[config.mk]
export PLATFORM = sky130hd
export DESIGN_NAME = reg_scoreboard_flat
export DESIGN_NICKNAME = d
export VERILOG_FILES = /design/src/rtl/reg_scoreboard_pkg.sv /design/src/rtl/reg_scoreboard_if.sv /design/src/rtl/reg_scoreboard_sb_counter.sv /design/src/rtl/reg_scoreboard.sv /design/src/flat_wrapper.sv
export SDC_FILE = /design/constraint.sdc
export NUM_CORES = 1
export LEC_CHECK = 0
export BUFFER_PORTS_ARGS = -buffer_cell sky130_fd_sc_hd__buf_2
export CORE_MARGIN = 2
export CORE_UTILIZATION = 58
export DETAILED_ROUTE_END_ITERATION = 12
export GPL_ROUTABILITY_DRIVEN = 0
export PLACE_DENSITY = 0.8
export SYNTH_ARGS = -nofsm -noshare
export SYNTH_HDL_FRONTEND = slang
export SYNTH_SLANG_ARGS = --single-unit
[constraint.sdc]
create_clock -name clk_i -period 3.92 [get_ports clk_i]
set_input_delay 0.784 -clock clk_i [delete_from_list [all_inputs] [get_ports clk_i]]
set_output_delay 0.784 -clock clk_i [all_outputs]
set_load 0.01 [all_outputs]
[src/rtl/reg_scoreboard_pkg.sv]
// Shared constants and types for the integer-register write scoreboard.
package reg_scoreboard_pkg;
  localparam int SB_NREG   = 32;
  localparam int SB_REG_AW = 5;
  localparam int SB_CW     = 2;

  localparam logic [1:0] SB_IDLE  = 2'd0;
  localparam logic [1:0] SB_DRAIN = 2'd1;
  localparam logic [1:0] SB_DONE  = 2'd2;

  typedef logic [SB_REG_AW-1:0] reg_idx_t;
endpackage

[src/rtl/reg_scoreboard_if.sv]
// Decode-issue and writeback signals shared between the decode stage and the scoreboard.
interface reg_scoreboard_if;
  import reg_scoreboard_pkg::*;

  logic     D_valid_i;
  reg_idx_t D_rs1_i;
  logic     D_use_rs1_i;
  reg_idx_t D_rs2_i;
  logic     D_use_rs2_i;
  logic     D_need_dstE_i;
  reg_idx_t D_dstE_i;
  logic     MD_need_dstE_i;
  reg_idx_t MD_dstE_i;
  logic     D_stall_o;
  logic     D_issue_o;

  modport master (
    output D_valid_i, D_rs1_i, D_use_rs1_i, D_rs2_i, D_use_rs2_i,
    output D_need_dstE_i, D_dstE_i, MD_need_dstE_i, MD_dstE_i,
    input  D_stall_o, D_issue_o
  );

  modport slave (
    input  D_valid_i, D_rs1_i, D_use_rs1_i, D_rs2_i, D_use_rs2_i,
    input  D_need_dstE_i, D_dstE_i, MD_need_dstE_i, MD_dstE_i,
    output D_stall_o, D_issue_o
  );
endinterface

[src/rtl/reg_scoreboard_sb_counter.sv]
// Per-register pending-writer counter; a decrement at zero is reported, not applied.
module sb_counter #(
  parameter int CW = 2
) (
  input  logic          clk_i,
  input  logic          rst,
  input  logic          inc,
  input  logic          dec,
  input  logic          clr,
  output logic [CW-1:0] cnt,
  output logic          nz,
  output logic          sat,
  output logic          underflow
);
  logic dec_ok;

  assign nz        = (cnt != '0);
  assign sat       = (cnt == {CW{1'b1}});
  assign dec_ok    = dec & nz;
  // A flush squashes the writeback too, so it cannot raise an error
  assign underflow = dec & ~nz & ~clr;

  always_ff @(posedge clk_i) begin
    if (rst || clr) begin
      cnt <= '0;
    end else if (inc && !dec_ok) begin
      cnt <= cnt + CW'(1);
    end else if (dec_ok && !inc) begin
      cnt <= cnt - CW'(1);
    end
  end
endmodule

[src/rtl/reg_scoreboard.sv]
// Register write scoreboard: RAW/saturation issue hold plus a drain FSM for serialising instructions.
module reg_scoreboard
  import reg_scoreboard_pkg::*;
#(
  parameter int NREG = SB_NREG,
  parameter int CW   = SB_CW
) (
  input  logic                  clk_i,
  input  logic                  rst,
  reg_scoreboard_if.slave       sb,
  input  logic                  flush_i,
  input  logic                  drain_req_i,
  output logic                  drain_done_o,
  output logic [NREG-1:0]       busy_o,
  output logic                  sb_err_o
);
  logic [NREG-1:0][CW-1:0] cnt_all;
  logic [NREG-1:0]         nz_v;
  logic [NREG-1:0]         sat_v;
  logic [NREG-1:0]         uf_v;
  logic [1:0]              state;
  logic                    raw;
  logic                    sat_hit;
  logic                    all_zero;
  logic                    stall;
  logic                    issue;
  logic                    sb_err_q;

  // x0 is hardwired idle: never busy, never saturated, writeback ignored
  assign cnt_all[0] = '0;
  assign nz_v[0]    = 1'b0;
  assign sat_v[0]   = 1'b0;
  assign uf_v[0]    = 1'b0;

  for (genvar r = 1; r < NREG; r++) begin : g_cnt
    sb_counter #(.CW(CW)) u_cnt (
      .clk_i     (clk_i),
      .rst       (rst),
      .inc       (issue & sb.D_need_dstE_i & (sb.D_dstE_i == SB_REG_AW'(r))),
      .dec       (sb.MD_need_dstE_i & (sb.MD_dstE_i == SB_REG_AW'(r))),
      .clr       (flush_i),
      .cnt       (cnt_all[r]),
      .nz        (nz_v[r]),
      .sat       (sat_v[r]),
      .underflow (uf_v[r])
    );
  end

  // Hazards look only at registered counts; a same-cycle writeback does not release the stall
  always_comb begin
    raw     = (sb.D_use_rs1_i & (sb.D_rs1_i != '0) & nz_v[sb.D_rs1_i]) |
              (sb.D_use_rs2_i & (sb.D_rs2_i != '0) & nz_v[sb.D_rs2_i]);
    sat_hit = sb.D_need_dstE_i & (sb.D_dstE_i != '0) & sat_v[sb.D_dstE_i];
    stall   = sb.D_valid_i & (raw | sat_hit | (state != SB_IDLE) | drain_req_i);
    issue   = sb.D_valid_i & ~stall;
  end

  assign all_zero     = ~|cnt_all;
  assign sb.D_stall_o = stall;
  assign sb.D_issue_o = issue;
  assign busy_o       = nz_v;
  assign drain_done_o = (state == SB_DONE);
  assign sb_err_o     = sb_err_q;

  // Drain FSM: DONE lasts exactly one cycle, giving the single-cycle completion pulse
  always_ff @(posedge clk_i) begin
    if (rst) begin
      state <= SB_IDLE;
    end else begin
      case (state)
        SB_IDLE:  if (drain_req_i) state <= SB_DRAIN;
        SB_DRAIN: begin
          if (!drain_req_i)  state <= SB_IDLE;
          else if (all_zero) state <= SB_DONE;
        end
        SB_DONE:  state <= SB_IDLE;
        default:  state <= SB_IDLE;
      endcase
    end
  end

  always_ff @(posedge clk_i) begin
    if (rst) begin
      sb_err_q <= 1'b0;
    end else if (|uf_v) begin
      sb_err_q <= 1'b1;
    end
  end
endmodule

[src/flat_wrapper.sv]
// flat-port wrapper written by rule: the top's interface ports become plain ports
module reg_scoreboard_flat import reg_scoreboard_pkg::*;
#(
  parameter int NREG = SB_NREG,
  parameter int CW   = SB_CW
)
  (clk_i, rst, flush_i, drain_req_i, drain_done_o, busy_o, sb_err_o, sb_D_valid_i, sb_D_rs1_i, sb_D_use_rs1_i, sb_D_rs2_i, sb_D_use_rs2_i, sb_D_need_dstE_i, sb_D_dstE_i, sb_MD_need_dstE_i, sb_MD_dstE_i, sb_D_stall_o, sb_D_issue_o);
  reg_scoreboard_if sb_i ();
  input  logic clk_i;
  input  logic rst;
  input  logic flush_i;
  input  logic drain_req_i;
  output logic drain_done_o;
  output logic [NREG-1:0] busy_o;
  output logic sb_err_o;
  input wire logic [$bits(sb_i.D_valid_i)-1:0] sb_D_valid_i;
  input wire logic [$bits(sb_i.D_rs1_i)-1:0] sb_D_rs1_i;
  input wire logic [$bits(sb_i.D_use_rs1_i)-1:0] sb_D_use_rs1_i;
  input wire logic [$bits(sb_i.D_rs2_i)-1:0] sb_D_rs2_i;
  input wire logic [$bits(sb_i.D_use_rs2_i)-1:0] sb_D_use_rs2_i;
  input wire logic [$bits(sb_i.D_need_dstE_i)-1:0] sb_D_need_dstE_i;
  input wire logic [$bits(sb_i.D_dstE_i)-1:0] sb_D_dstE_i;
  input wire logic [$bits(sb_i.MD_need_dstE_i)-1:0] sb_MD_need_dstE_i;
  input wire logic [$bits(sb_i.MD_dstE_i)-1:0] sb_MD_dstE_i;
  output wire logic [$bits(sb_i.D_stall_o)-1:0] sb_D_stall_o;
  output wire logic [$bits(sb_i.D_issue_o)-1:0] sb_D_issue_o;
  assign sb_i.D_valid_i = sb_D_valid_i;
  assign sb_i.D_rs1_i = sb_D_rs1_i;
  assign sb_i.D_use_rs1_i = sb_D_use_rs1_i;
  assign sb_i.D_rs2_i = sb_D_rs2_i;
  assign sb_i.D_use_rs2_i = sb_D_use_rs2_i;
  assign sb_i.D_need_dstE_i = sb_D_need_dstE_i;
  assign sb_i.D_dstE_i = sb_D_dstE_i;
  assign sb_i.MD_need_dstE_i = sb_MD_need_dstE_i;
  assign sb_i.MD_dstE_i = sb_MD_dstE_i;
  assign sb_D_stall_o = sb_i.D_stall_o;
  assign sb_D_issue_o = sb_i.D_issue_o;
  reg_scoreboard #(.NREG(NREG), .CW(CW)) u_core (.clk_i(clk_i), .rst(rst), .sb(sb_i), .flush_i(flush_i), .drain_req_i(drain_req_i), .drain_done_o(drain_done_o), .busy_o(busy_o), .sb_err_o(sb_err_o));
endmodule
# Word level (Yosys, flattened, before mapping)
# Cells that the tools add are included.
[word_totals] regBits=65 rom_bits=0 elab_cells=663 input_bits=29 n_memories=0 ram_bits=0 latchBits=0
[op_classes] n_addsub=62 n_bitwise=201 n_div=0 shifts=0 n_mul=0 reduce_logical=195 eq_ne=97 mux=72 n_lt_le_gt_ge=3
[ops] operator="$and A1 B1 Y1" n=164
[ops] operator="$eq A5 B5 Y1 const B" n=32
[ops] operator="$mux W2" n=65
[ops] operator="$reduce_bool A2 Y1" n=63
[ops] operator="$eq A5 B4 Y1 const B" n=16
[ops] operator="$eq A2 B2 Y1 const B" n=32
[ops] operator="$add A2 B1 Y2 const B" n=31
[ops] operator="$logic_and A1 B1 Y1" n=62
[ops] operator="$logic_not A1 Y1" n=62
[ops] operator="$reduce_or A62 Y1" n=1
[ops] operator="$sub A2 B1 Y2 const B" n=31
[ops] operator="$eq A5 B3 Y1 const B" n=8
[ops] operator="$not A1 Y1" n=33
[ops] operator="$reduce_or A31 Y1" n=1
[ops] operator="$eq A5 B2 Y1 const B" n=4
[ops] operator="$lt A5 B6 Y1 const B" n=3
[ops] operator="$bmux W1 S5" n=3
[ops] operator="$reduce_bool A5 Y1" n=3
[ops] operator="$eq A5 B1 Y1 const B" n=2
[ops] operator="$or A1 B1 Y1" n=4
[ops] operator="$pmux W2 S2" n=1
[ops] operator="$mux W1" n=3
[ops] operator="$ne A3 B3 Y1 const B" n=1
[ops] operator="$eq A2 B1 Y1 const B" n=1
[ops] operator="other kinds (4)" n=4

# Longest topological paths before layout
[depth] depth_word=17 mapped_depth=14 depth_no_buf=12

# By module
# A second synthesis with hierarchy kept.
[unflattened] cells_unflattened=622 hier_area_um2=5604.1
[by_module_without_submodules] mod="sb_counter" cells_each=13 area_each_um2=123.9 instances=31
[by_module_without_submodules] mod="reg_scoreboard" cells_each=219 area_each_um2=1764.2 instances=1

# Worst setup path after synthesis
# No wires, ideal clock.
[synth_timing] path_type="input port to flip-flop" startpoint="in sb_D_rs2_i[2]" endpoint="reg u_core.g_cnt[25].u_cnt.cnt[1]" setup_time_ns=0.070 path_stages=10 slack_ns=0.468 t_arrival_ns=3.381 t_required_ns=3.850 path_cell_list="clkbuf_1 > mux4_2 > a2111oi_0 > a41oi_2 > o2111ai_4 > buf_2 > nor3_1 > ha_1 > or3_1 > a21oi_1"
[synth_between] elab_chain_len=15 word_cells_on_any_way=19 cone_classes="mux: 3; bitwise: 11; reduce/logical: 5"
[synth_rtl] element="from (decl)" line_no="flat_wrapper.sv:19" text="input wire logic [$bits(sb_i.D_rs2_i)-1:0] sb_D_rs2_i;"
[synth_rtl] element="$bmux W1 S5 / $reduce_bool A5 Y1 (equally long branches)" line_no="reg_scoreboard.sv:52" text="(sb.D_use_rs2_i & (sb.D_rs2_i != '0) & nz_v[sb.D_rs2_i]);"
[synth_rtl] element="$mux W1 (implied by the code) / $and A1 B1 Y1 (equally long branches)" line_no="reg_scoreboard.sv:52"
[synth_rtl] element="$and A1 B1 Y1 (*)" line_no="reg_scoreboard.sv:52"
[synth_rtl] element="$or A1 B1 Y1 (*)" line_no="reg_scoreboard.sv:51" text="raw = (sb.D_use_rs1_i & (sb.D_rs1_i != '0) & nz_v[sb.D_rs1_i]) |"
[synth_rtl] element="$or A1 B1 Y1 (*) (3 in series)" line_no="reg_scoreboard.sv:54" text="stall = sb.D_valid_i & (raw | sat_hit | (state != SB_IDLE) | drain_req_i);"
[synth_rtl] element="$and A1 B1 Y1 (*)" line_no="reg_scoreboard.sv:54"
[synth_rtl] element="$not A1 Y1 (*)" line_no="reg_scoreboard.sv:55" text="issue = sb.D_valid_i & ~stall;"
[synth_rtl] element="$and A1 B1 Y1 (*)" line_no="reg_scoreboard.sv:55"
[synth_rtl] element="$and A1 B1 Y1 (*) (2 in series)" line_no="reg_scoreboard.sv:39" text=".inc (issue & sb.D_need_dstE_i & (sb.D_dstE_i == SB_REG_AW'(r))),"
[synth_rtl] element="$logic_not A1 Y1" line_no="reg_scoreboard_sb_counter.sv:28" text="end else if (dec_ok && !inc) begin"
[synth_rtl] element="$logic_and A1 B1 Y1" line_no="reg_scoreboard_sb_counter.sv:28"
[synth_rtl] element="$reduce_bool A2 Y1 (no source line)"
[synth_rtl] element="to (signal assigned)" line_no="reg_scoreboard_sb_counter.sv:27" text="cnt <= cnt + CW'(1);"
[synth_rtl] element="to (signal assigned)" line_no="reg_scoreboard_sb_counter.sv:29" text="cnt <= cnt - CW'(1);"
[synth_rtl] element="to (decl)" line_no="reg_scoreboard_sb_counter.sv:10" text="output logic [CW-1:0] cnt,"
# Every way passes the cells marked *; elsewhere a longest branch is shown, timed or not. The select of a mux whose other input is x is not followed.
# A chain may end at the register's enable or synchronous reset.

# Final worst setup path
[layout_timing] startpoint="in sb_D_dstE_i[0]" endpoint="out sb_D_stall_o"
[layout_between] elab_chain_len=7 word_cells_on_any_way=9 cone_classes="mux: 2; bitwise: 6; reduce/logical: 1"
[layout_rtl] element="from (decl)" line_no="flat_wrapper.sv:22" text="input wire logic [$bits(sb_i.D_dstE_i)-1:0] sb_D_dstE_i;"
[layout_rtl] element="$bmux W1 S5 / $reduce_bool A5 Y1 (equally long branches)" line_no="reg_scoreboard.sv:53" text="sat_hit = sb.D_need_dstE_i & (sb.D_dstE_i != '0) & sat_v[sb.D_dstE_i];"
[layout_rtl] element="$mux W1 (implied by the code) / $and A1 B1 Y1 (equally long branches)" line_no="reg_scoreboard.sv:53"
[layout_rtl] element="$and A1 B1 Y1 (*)" line_no="reg_scoreboard.sv:53"
[layout_rtl] element="$or A1 B1 Y1 (*) (3 in series)" line_no="reg_scoreboard.sv:54"
[layout_rtl] element="$and A1 B1 Y1 (*)" line_no="reg_scoreboard.sv:54"
[layout_rtl] element="to (decl)" line_no="flat_wrapper.sv:25" text="output wire logic [$bits(sb_i.D_stall_o)-1:0] sb_D_stall_o;"
# Marked as above.

==> summary.md <==
| Metric | Value |
|---|---|
| Status | `completed` |
| Post-layout min period | `3.85 ns` |
| CTS tree | `yes` |
| DRT iter0 DRCs | `1,004` |
| CTS Buf Count | `9` |
| Final setup viols | `0` |
| Crit path required time | `3.14 ns` |
| Place WS | `-0.156 ns` |
| Post-synth EDFFs | `0` |
| Detailed-route wire length per cell | `21.0 µm` |
| Layout overhead on the synthesized area | `9.16%` |
| Min-Delay Path Class | `reg2reg` |
| IO Pins | `65` |
| DRT antenna net count | `0` |
| Die area | `0.0100 mm²` |
| FFs w/ async S/R, synth | `0%` |
| HPWL Detailed | `13,600 µm` |
| Sequential area share after synthesis | `24.3%` |
| Power Total | `0.00141 W` |
| Clock latency at the later pin of the worst-skew pair | `roughly 0.35 ns` |
| Clock-pin slew on the worst setup and hold paths | `0.07 ns` |
| Vias per cell | `6.78` |
| Fmax | `260 MHz` |
| Relative slew slack | `19.8%` |
| Yosys cell types | `61` |
| Synth Area per Inst | `7.67 µm²` |
| Ratio of cells with drive above 1 in the final layout | `17.8%` |
| Core area | `between 0.009 and 0.01 mm²` |
| Final net count | `793` |
| Worst Clk Skew | `0.00795 ns` |
| Crit-path max FO | `9` |
| PortBufs | `63` |
| Period utilization | `98.2%` |
| Fin Setup TNS | `0 ns` |
| Final hold vios | `0` |
| Crit path DAT | `3.06 ns` |
| Routed wire length | `~18,000 µm` |
| DIE HEIGHT | `100 µm` |
| Row count | `35` |
| Max VDD drop | `between 0.15 and 0.2 mV` |
| Leak Pwr | `2.56 nW` |
| Vias in the first global route | `between 5k and 6k` |
| Actual slew at the worst max-slew pin | `1.20 ns` |
| RSZ-0062 raised after global routing | `false` |
| Crit Path Class | `in2out` |
| Synth Cell Area | `around 0.0054 mm²` |
| Die width | `100 µm` |
| Critical Path Sink Type | `output pin` |
| Largest net degree at the start of global routing | `63` |
| Gr usage total | `35.9%` |
| First-pass GRT wire length | `27,700 µm` |
| Final Max Slew Viols | `0` |
| Main synth FF type | `dfxtp_1` |
| Router iterations before antenna repair | `6` |
| Synth Warn # | `0` |
| Vias | `5,767` |
| Power Dens Cells | `241 mW/mm²` |
| # DRC | `0` |
| Mapped Nets | `758` |
| Clock root buffer master | `clkbuf_8` |
| Clock Tree Buf Depth | `2` |
| Number of synthesized register bits | `65` |
| GR Overflow Total | `0` |
| Initial antenna violation count | `0` |
| # hold bufs at CTS | `0` |
| Starting Density | `between 50% and 60%` |
| Worst Setup Start Kind | `primary input` |
| Clock Sinks | `65` |
| Final WS setup | `0.0724 ns` |
| H-Tree Depth | `3` |
| Max Cap Viol | `0` |
| Synthesized instance count | `698` |
-- where the power goes --
group / switching (W) / internal, W / total (W)
combinational: 0.000145 / 0.0000790 / 0.000223
clock: 0.000277 / 0.000245 / 0.000521
sequential: 0.00000284 / 0.000662 / 0.000665
total: 0.000424 / 0.000986 / 0.00141
-- critical path, cell delays in order --
cell       delay, ns
buf_2           0.19
nand2b_1        0.27
a2111oi_0       0.10
or4_1           0.58
nor4_1          0.30
o22ai_1         0.17
o2111ai_4       0.18
buf_4           0.23
and2_1          0.13
buf_2           0.12
-- per-stage QoR --
stage	cell area [µm²]	hold WS, ns	instances	util (%)
after CTS	5820	0.495	849	63.9
after global placement	5650	0.448	833	62.0
after detailed placement	5650	0.487	833	62.0
after global routing	5840	0.527	849	64.1
final	5850	0.487	850	64.2
after floorplan	5360	0.428	698	-
-- final cells by class --
class                      instances  area [µm²]
antenna                            1        2.50
clock buffer                      11         141
clock inverter                     5        31.3
fill                             813        3260
inverter                          35         131
multi-input combinational        526        3520
sequential                        65        1300
tap                              111         139
timing repair buffer              96         576
-- synth_stat cells (7+ instances only) --
library cell  number  share of area (%)
nand2b_1           8               0.93
ha_1              31                7.2
nand2_1           28                2.0
dfxtp_1           65                 24
xor2_1            62                 10
a2111oi_0         11                1.8
nor3_1            31                2.9
nand4_1            7               0.82
nor4_1            24                2.8
buf_4             32                4.5
nand3_1           38                3.6
inv_1             35                2.5
nor2_1            72                5.0
o21ai_0           38                3.6
mux4_2             7                2.9
a21oi_1           48                4.5
clkbuf_1          31                2.2
or3_1             34                4.0
-- state kept, by name, summed over array words and instances (netlist names) --
name,count
u_core.sb_err_o,1
u_core.state,2
u_core.g_cnt.u_cnt.cnt,62
-- layout by cell type (no fill, tap or decap), types with 3 or more instances in the layout --
| cell type | instances |
|---|---|
| nor2_1 | 72 |
| dfxtp_1 | 65 |
| buf_2 | 63 |
| xor2_1 | 62 |
| a21oi_1 | 48 |
| o21ai_0 | 38 |
| nand3_1 | 38 |
| inv_1 | 35 |
| or3_1 | 34 |
| buf_4 | 32 |
| ha_1 | 31 |
| nand2_1 | 28 |
| nor3_1 | 28 |
| nor4_1 | 24 |
| a2111oi_0 | 10 |
| clkbuf_8 | 10 |
| nand2b_1 | 8 |
| mux4_2 | 7 |
| nand4_1 | 7 |
| and2_1 | 6 |
| a31oi_1 | 5 |
| nor3b_1 | 5 |
| or2_2 | 5 |
| a221oi_1 | 5 |
| a211oi_1 | 4 |
| nand3b_1 | 4 |
| nor2b_1 | 4 |
| a22oi_1 | 4 |
| or2_1 | 3 |
| o22ai_1 | 3 |
| or4_1 | 3 |
| nor3_2 | 3 |
| clkinv_2 | 3 |
-- timing repair --
| action | CTS | global route |
|---|---|---|
| endpoints found under the setup margin | 0 | 6 |
| setup buffers | 0 | 0 |
| resized for setup | 0 | 5 |
-- path summary, 6_finish.rpt --
kind                                              startpoint                                   endpoint  slack [ns]  depth (start not counted)
setup / recovery                              sb_D_dstE_i[0]                               sb_D_stall_o        0.07                         10
hold / removal                  u_core.state[1]$_SDFFE_PP0P_               u_core.state[0]$_SDFFE_PP0P_        0.49                          1
setup reg to reg  u_core.g_cnt[22].u_cnt.cnt[0]$_SDFFE_PP0P_  u_core.g_cnt[8].u_cnt.cnt[1]$_SDFFE_PP0P_        0.28                         12
hold reg to reg                 u_core.state[1]$_SDFFE_PP0P_               u_core.state[0]$_SDFFE_PP0P_        0.49                          1
-- logic make-up (layout without fill, tap and decap cells) --
kind of cell	count (synthesis)	count (layout)	synth area share, %
other cells	1	2	0.0700
buf+inv	107	147	10.3
fa+ha+maj	31	31	7.24
compound gates	139	139	16.7
xor+xnor	62	62	10.1
flops	65	65	24.3
mux	7	7	2.94
simple gates	286	286	28.4
-- layer usage --
layer,routed length (µm),GRT usage (%)
met5,0,0
met2,7820,55.5
met1,6400,44.2
met4,1200,20.2
met3,2440,11.4
Note: power is estimated with default switching activity, not from simulation.
